### src/rtl/dual_chan_merge.sv
// Two-channel merge: per-channel FIFOs drained by a round-robin arbiter into
// one registered output word tagged with its source channel.

module dual_chan_merge_fifo #(
  parameter int DATA_W     = 8,
  parameter int FIFO_DEPTH = 4
) (
  input  logic                          clk,
  input  logic                          rst_n,
  input  logic                          push_valid,
  input  logic [DATA_W-1:0]             push_data,
  input  logic                          pop,
  output logic                          ready,
  output logic                          nonempty,
  output logic [DATA_W-1:0]             head,
  output logic [$clog2(FIFO_DEPTH):0]   level
);

  localparam int AW = $clog2(FIFO_DEPTH);
  localparam int LW = AW + 1;

  logic [DATA_W-1:0] mem [FIFO_DEPTH];
  logic [AW-1:0]     wr_ptr;
  logic [AW-1:0]     rd_ptr;
  logic [LW-1:0]     lvl;
  logic              push;

  assign ready    = (lvl != LW'(FIFO_DEPTH));
  assign nonempty = (lvl != '0);
  assign push     = push_valid && ready;
  assign head     = mem[rd_ptr];
  assign level    = lvl;

  // Storage carries no reset: emptiness is tracked purely by the pointers/level.
  always_ff @(posedge clk) begin
    if (push) mem[wr_ptr] <= push_data;
  end

  // Pointers wrap naturally because the depth is a power of two.
  always_ff @(posedge clk or negedge rst_n) begin
    if (!rst_n) begin
      wr_ptr <= '0;
      rd_ptr <= '0;
      lvl    <= '0;
    end else begin
      if (push) wr_ptr <= wr_ptr + AW'(1);
      if (pop)  rd_ptr <= rd_ptr + AW'(1);
      case ({push, pop})
        2'b10:   lvl <= lvl + LW'(1);
        2'b01:   lvl <= lvl - LW'(1);
        default: lvl <= lvl;
      endcase
    end
  end

endmodule

module dual_chan_merge #(
  parameter int DATA_W     = 8,
  parameter int FIFO_DEPTH = 4
) (
  input  logic                          clk,
  input  logic                          rst_n,
  input  logic                          sig_a_valid,
  input  logic [DATA_W-1:0]             sig_a_data_in,
  output logic                          sig_a_ready,
  input  logic                          sig_b_valid,
  input  logic [DATA_W-1:0]             sig_b_data_in,
  output logic                          sig_b_ready,
  output logic                          out_valid,
  output logic [DATA_W-1:0]             out_data,
  output logic                          out_src,
  input  logic                          out_ready,
  output logic [$clog2(FIFO_DEPTH):0]   sig_a_level,
  output logic [$clog2(FIFO_DEPTH):0]   sig_b_level
);

  logic              ne_a;
  logic              ne_b;
  logic [DATA_W-1:0] head_a;
  logic [DATA_W-1:0] head_b;
  logic              load;
  logic              sel_b;
  logic              pop_a;
  logic              pop_b;

  logic              vld_p0;
  logic [DATA_W-1:0] data_p0;
  logic              src_p0;
  logic              last_src;

  dual_chan_merge_fifo #(.DATA_W(DATA_W), .FIFO_DEPTH(FIFO_DEPTH)) u_fifo_a (
    .clk        (clk),
    .rst_n      (rst_n),
    .push_valid (sig_a_valid),
    .push_data  (sig_a_data_in),
    .pop        (pop_a),
    .ready      (sig_a_ready),
    .nonempty   (ne_a),
    .head       (head_a),
    .level      (sig_a_level)
  );

  dual_chan_merge_fifo #(.DATA_W(DATA_W), .FIFO_DEPTH(FIFO_DEPTH)) u_fifo_b (
    .clk        (clk),
    .rst_n      (rst_n),
    .push_valid (sig_b_valid),
    .push_data  (sig_b_data_in),
    .pop        (pop_b),
    .ready      (sig_b_ready),
    .nonempty   (ne_b),
    .head       (head_b),
    .level      (sig_b_level)
  );

  // B wins when it is the only source, or on a tie when A was served last.
  assign load  = (!vld_p0 || out_ready) && (ne_a || ne_b);
  assign sel_b = ne_b && (!ne_a || !last_src);
  assign pop_a = load && !sel_b;
  assign pop_b = load && sel_b;

  // Stage p0: registered merged output word
  always_ff @(posedge clk or negedge rst_n) begin
    if (!rst_n) begin
      vld_p0   <= 1'b0;
      data_p0  <= '0;
      src_p0   <= 1'b0;
      last_src <= 1'b1;
    end else if (load) begin
      vld_p0   <= 1'b1;
      data_p0  <= sel_b ? head_b : head_a;
      src_p0   <= sel_b;
      last_src <= sel_b;
    end else if (out_ready) begin
      vld_p0   <= 1'b0;
    end
  end

  assign out_valid = vld_p0;
  assign out_data  = data_p0;
  assign out_src   = src_p0;

endmodule
### config.mk
export PLATFORM = sky130hd
export DESIGN_NAME = dual_chan_merge
export DESIGN_NICKNAME = d
export VERILOG_FILES = /design/src/rtl/dual_chan_merge.sv
export SDC_FILE = /design/constraint.sdc
export NUM_CORES = 1
export LEC_CHECK = 0
export BUFFER_PORTS_ARGS = -buffer_cell sky130_fd_sc_hd__buf_2
export CORE_MARGIN = 5
export CORE_UTILIZATION = 62
export DETAILED_ROUTE_END_ITERATION = 6
export GPL_ROUTABILITY_DRIVEN = 0
export GPL_TIMING_DRIVEN = 0
export PLACE_DENSITY = 0.87
export SETUP_SLACK_MARGIN = 0.2
export SLEW_MARGIN = 30
export SYNTH_ARGS = -nofsm -noshare
export SYNTH_HDL_FRONTEND = slang
export SYNTH_SLANG_ARGS = --single-unit
### constraint.sdc
create_clock -name clk -period 4.9 [get_ports clk]
set_clock_uncertainty 0.05 [all_clocks]
set_input_delay 0.245 -clock clk [delete_from_list [all_inputs] [get_ports clk]]
set_output_delay 0.245 -clock clk [all_outputs]
set_load 0.01 [all_outputs]
; Word-level counts from Yosys, hierarchy flattened
; Memories as Yosys holds them, arrays and structs flattened.
; Index checks and enable logic that the tools add are counted.
[op_classes]
addsub = 8
eq_ne = 6
mux = 9
reduce_logical = 18
[ops]
columns = cell, n
row1 = 3-bit case mux with 2 select lines, 2
row2 = "2-bit by 1-bit adder with 2-bit output, second input constant", 4
row3 = 8-bit 2-to-1 mux, 1
row4 = "3-bit by 1-bit adder with 3-bit output, second input constant", 2
row5 = 1-bit logical AND, 6
row6 = 1-bit 2-to-1 mux, 6
row7 = "3-bit != test, second input constant", 2
row8 = 2-bit nonzero test, 3
row9 = 3-bit nonzero test, 2
row10 = "3-bit by 1-bit subtractor with 3-bit output, second input constant", 2
row11 = "2-bit by 1-bit equality test with 1-bit output, second input constant", 2
row12 = "2-bit equality test, second input constant", 2
row13 = 1-bit zero test, 4
row14 = 1-bit logical OR, 3
[word_totals]
regBits = 25
ramBits = 64
word_cells = 53
memories = 2
[memory_table]
columns = memory, words, word_bits, rd, rd_clocked_by_memory_dff, write_ports, line
row1 = u_fifo_a.mem, 4, 8, 1, 0, 1, 22  ; logic [DATA_W-1:0] mem [FIFO_DEPTH];
row2 = u_fifo_b.mem, 4, 8, 1, 0, 1, 22

; Longest topological paths before layout
[logic_depth]
ltp_word = 8
mapped_depth = 9
ltp_nobuf = 9

; Cells and area by module
; A second synthesis with hierarchy kept.
[unflattened]
hier_cells = 201
hier_area_um2 = 3667.3
[modules_own_cells]
columns = mod, instances, cells_per_inst, area_per_inst_um2, seq_area_each_um2
row1 = dual_chan_merge_fifo (u_fifo_b), 1, 78, 1572.8, 1136.1
row2 = dual_chan_merge_fifo (u_fifo_a), 1, 75, 1562.7, 1136.1
row3 = dual_chan_merge, 1, 48, 531.8, 276.5

; Worst setup path before layout
; No wires, ideal clock.
[synth_path]
kind = register -> register
from = register u_fifo_b.lvl[1] (netlist: u_fifo_b.level[1])
to = register u_fifo_b.lvl[2] (netlist: u_fifo_b.level[2])
setup_time_ns = 0.128
t_arrival_ns = 2.163
t_required_ns = 4.722
slack_ns = 2.559
stages_incl_launch_ff = 10
n_path_buf = 1
period_less_slack_ns = 2.341
cell_sequence = dfrtp_1 -> or3_1 -> clkbuf_1 -> nand3_1 -> inv_1 -> ha_1 -> fa_1 -> xnor2_1 -> nor2_1 -> xor2_1
[synth_via]
elab_chain_len = 6
word_cells_on_any_way = 13
classes_between = add/sub (2) / eq/ne (3) / mux (1) / reduce/logical (7)
[synth_lines]
columns = item, line
row1 = start: declaration, 25  ; logic [LW-1:0] lvl;
row2 = start signal: assignment, 49  ; 2'b10: lvl <= lvl + LW'(1);
row3 = start signal: assignment, 50  ; 2'b01: lvl <= lvl - LW'(1);
row4 = start signal: assignment, 51  ; default: lvl <= lvl;
row5 = 3-bit nonzero test *, 29  ; assign nonempty = (lvl != '0);
row6 = 1-bit logical OR, 117  ; assign load = (!vld_p0 || out_ready) && (ne_a || ne_b);
row7 = 1-bit logical AND, 117
row8 = 1-bit logical AND *, 120  ; assign pop_b = load && sel_b;
row9 = via pop_b, 85  ; logic pop_b;
row10 = 2-bit by 1-bit equality test with 1-bit output or 2-bit equality test (tied branches), 48  ; case ({push, pop})
row11 = 3-bit case mux with 2 select lines or 2-bit nonzero test (tied branches), --
; Mark *: on every way through the listed nets, which the timed path passes. The rest lies on a longest branch.
; A chain may end at the register's enable or synchronous reset.

; Final worst setup path
; Same ends and word-level chain as after synthesis.

==> results.toml <==
[outcome]
status = "finished, final reports clean"

[logic_synthesis]
yosys_warnings = 0
syn_nets = 230
synth_cell_types = 34
ys_seq_elements = 89
netlist_area_sq_mm = 0.00364
yosysSeqAreaShare_pct = 70.0
avgSynthCellArea_sq_um = 18.5
yosys-top-cells-area = "edfxtp_1 53%, dfrtp_1 17%, mux4_2 9.9%"
yosysTopAreaCellShare_pct = 52.8
synth.largest_area_cell = "edfxtp_1"
syn-instance-count = 197

[detailed_routing]
drt_iter0_markers = 199
drc = 0
ant_nets = 0
wirelength_um = 6450
wl_per_cell_um = 19.7
viasPerCell = 6.02
first_pass_iters = 4
dr_total_vias = 1967

[clock_tree]
clock_latency_ns = 0.35
cts_tree = "yes"
max-clock-path-buffers = 2
cts-htree-levels = 3
path_clk_slew_ns = 0.09
cts_setup_buffers = 0
cts_buffers = 9
holdBufCountCts = 1
cts_sinks = 89
post_cts_resized = 0
root_buffer = "clkbuf_8"

[finish]
areaGrowthSynthToFinish_pct = 13.1
diodes = 0
final_layout_size_suffix_gt1_share_pct = 29.4
final_nets = 280
fin_area_sq_mm = 0.00412
layout_commonest_cell = "edfxtp_1"
final_core_util_pct = 70.8
layout_common_cells = "64 x edfxtp_1, 40 x buf_2, 24 x dfrtp_1"

[timing]
finalCriticalPeriod_ns = 2.57
fin_crit_sh_pct = 52.5
holdWs_ns = 0.0588
slew_headroom_pct = 55.1
worstMarginPinSlew_ns = 0.670
hold_viol = 0
rsz0062_at_grt = "false"
setup_viol = 0
slew_viol_final = 0
fmaxAchievable_mhz = 388
fin_setup_tns_ns = 0

[floorplan]
rows = 28
die_height_um = 86.6
num_io_pins = 39
dieWidth_um = 86.6
dieArea_sq_mm = 0.00750
core_area_sq_mm = 0.00582
start_util_pct = 62.6

[setup_path]
critPathBufInv = 2
critPathMaxStageDelay_ns = 0.46
end_kind = "register"
crit_family = "simple AND/OR/NAND/NOR gates"
path_cells = "or3_1 -> clkbuf_1 -> nand3_1 -> inv_1 -> ha_1 -> fa_1 -> xnor2_1 -> nor2_1 -> xor2_1"
cp_max_fo = 10
crit_required_ns = 5.08
worst_ep_arrival_time_ns = 2.75
crit_type = "register to register"
cp_slowest_cell = "or3_1"
cp-start-kind = "register"

[pwr]
cellLeakagePower_nw = 1.60
max-vdd-ir-drop_mv = 0.406
p_per_area_mw_per_mm2 = 602

[global_routing]
grt_pass1_vias = 2058
grt-ovfl-total = 0
antenna_found_initial = 0
grt_max_degree = 26
grt_pass1_wl_um = 10700
grt_usage_pct = 19.6

[place]
placed_area_sq_mm = 0.00392
port_buffers = 38
dp_hpwl_um = 4400

[min_path]
hold_path.class = "input pin to register"

[flow_run]
drv_cap = 0
## Yosys cell counts
library cell	n
a221o_1	8
and2_1	2
and3_1	8
and4_1	8
buf_1	2
buf_2	2
buf_6	1
clkbuf_1	2
dfrtp_1	24
dfstp_2	1
edfxtp_1	64
fa_1	2
ha_1	10
inv_1	12
mux2_2	3
mux2i_1	1
mux4_2	16
nand2_1	1
nand2b_1	1
nand3_1	1
nand4_1	1
nor2_1	3
nor3_1	1
o2111ai_1	1
o211a_1	1
o21a_1	1
o21ai_0	2
o21ai_1	1
o31ai_1	1
or3_1	1
or3_4	1
or3b_1	2
xnor2_1	8
xor2_1	4
## per-stage QoR
step                      std cells  worst slack (ns)  power (W)
after floorplan                 197              2.56    0.00176
after global placement          310              2.30    0.00198
after detailed placement        310              2.21    0.00202
after CTS                       327              2.09    0.00249
after global routing            327              2.15    0.00263
final                           327              2.33    0.00248
## per-layer routing
metal,GRT usage [%],part of all wire [%],vias up
met4,10.5,2.7,0
met2,30.5,49,89
met3,4.28,6.3,16
met1,26.2,42,991
li1,-,-,871
met5,0,0,-
## cell families (layout without fill, tap and decap cells)
| group | after synthesis | after routing | synth area share, % |
|---|---|---|---|
| xor gates and xnor gates | 12 | 12 | 2.89 |
| AOI/OAI and AO/OA | 15 | 15 | 3.54 |
| DFF | 89 | 89 | 70.0 |
| adders and majority gates | 12 | 12 | 4.54 |
| buffers and inverters | 19 | 74 | 2.24 |
| muxes | 20 | 20 | 11.1 |
| and+or+nand+nor | 30 | 30 | 5.64 |
## flip-flops by register name, summed over array words and instances, names as in the netlist
register	count
u_fifo_a.mem	32
u_fifo_b.mem	32
out_data	8
u_fifo_a.level	3
u_fifo_b.level	3
u_fifo_a.rd_ptr	2
u_fifo_a.wr_ptr	2
u_fifo_b.rd_ptr	2
u_fifo_b.wr_ptr	2
last_src	1
out_src	1
out_valid	1
## final cells by class
cell class                      instances  area [sq um]
Sequential cell                        89          2550
Fill cell                             378          1700
Multi-Input combinational cell         89          1010
Timing Repair Buffer                   39           200
Clock buffer                           11           131
Tap cell                               75          93.8
Clock inverter                          5          46.3
Inverter                               12          45.0
Buffer                                  7          36.3
## worst paths after layout
| kind | from | endpoint | slack, ns | depth (start not counted) |
|---|---|---|---|---|
| max | u_fifo_b.level[1] | u_fifo_b.level[2] | 2.33 | 9 |
| min | sig_b_data_in[6] | u_fifo_b.mem[3][6] | 0.06 | 1 |
| max reg2reg | u_fifo_b.level[1] | u_fifo_b.level[2] | 2.33 | 9 |
| min reg2reg | out_data[5] | out_data[5] | 0.48 | 1 |
| max in group asynchronous | rst_n | u_fifo_a.wr_ptr[0] | 4.04 | 2 |
| min in group asynchronous | rst_n | out_data[4] | 0.36 | 2 |
## worst reg2reg max path, cell delays in order (launching register included)
cell and delay, ns:
dfrtp_1 0.45, or3_1 0.46, clkbuf_1 0.25, nand3_1 0.21, inv_1 0.08, ha_1 0.24
fa_1 0.38, xnor2_1 0.16, nor2_1 0.06, xor2_1 0.13
## where the power goes
part / internal, W / switching, W / leakage, nW
logic: 0.000411 / 0.000446 / 0.628
clock network: 0.000230 / 0.000233 / 0.0898
registers: 0.00104 / 0.000117 / 0.879
Note: power is estimated with default switching activity, not from simulation.
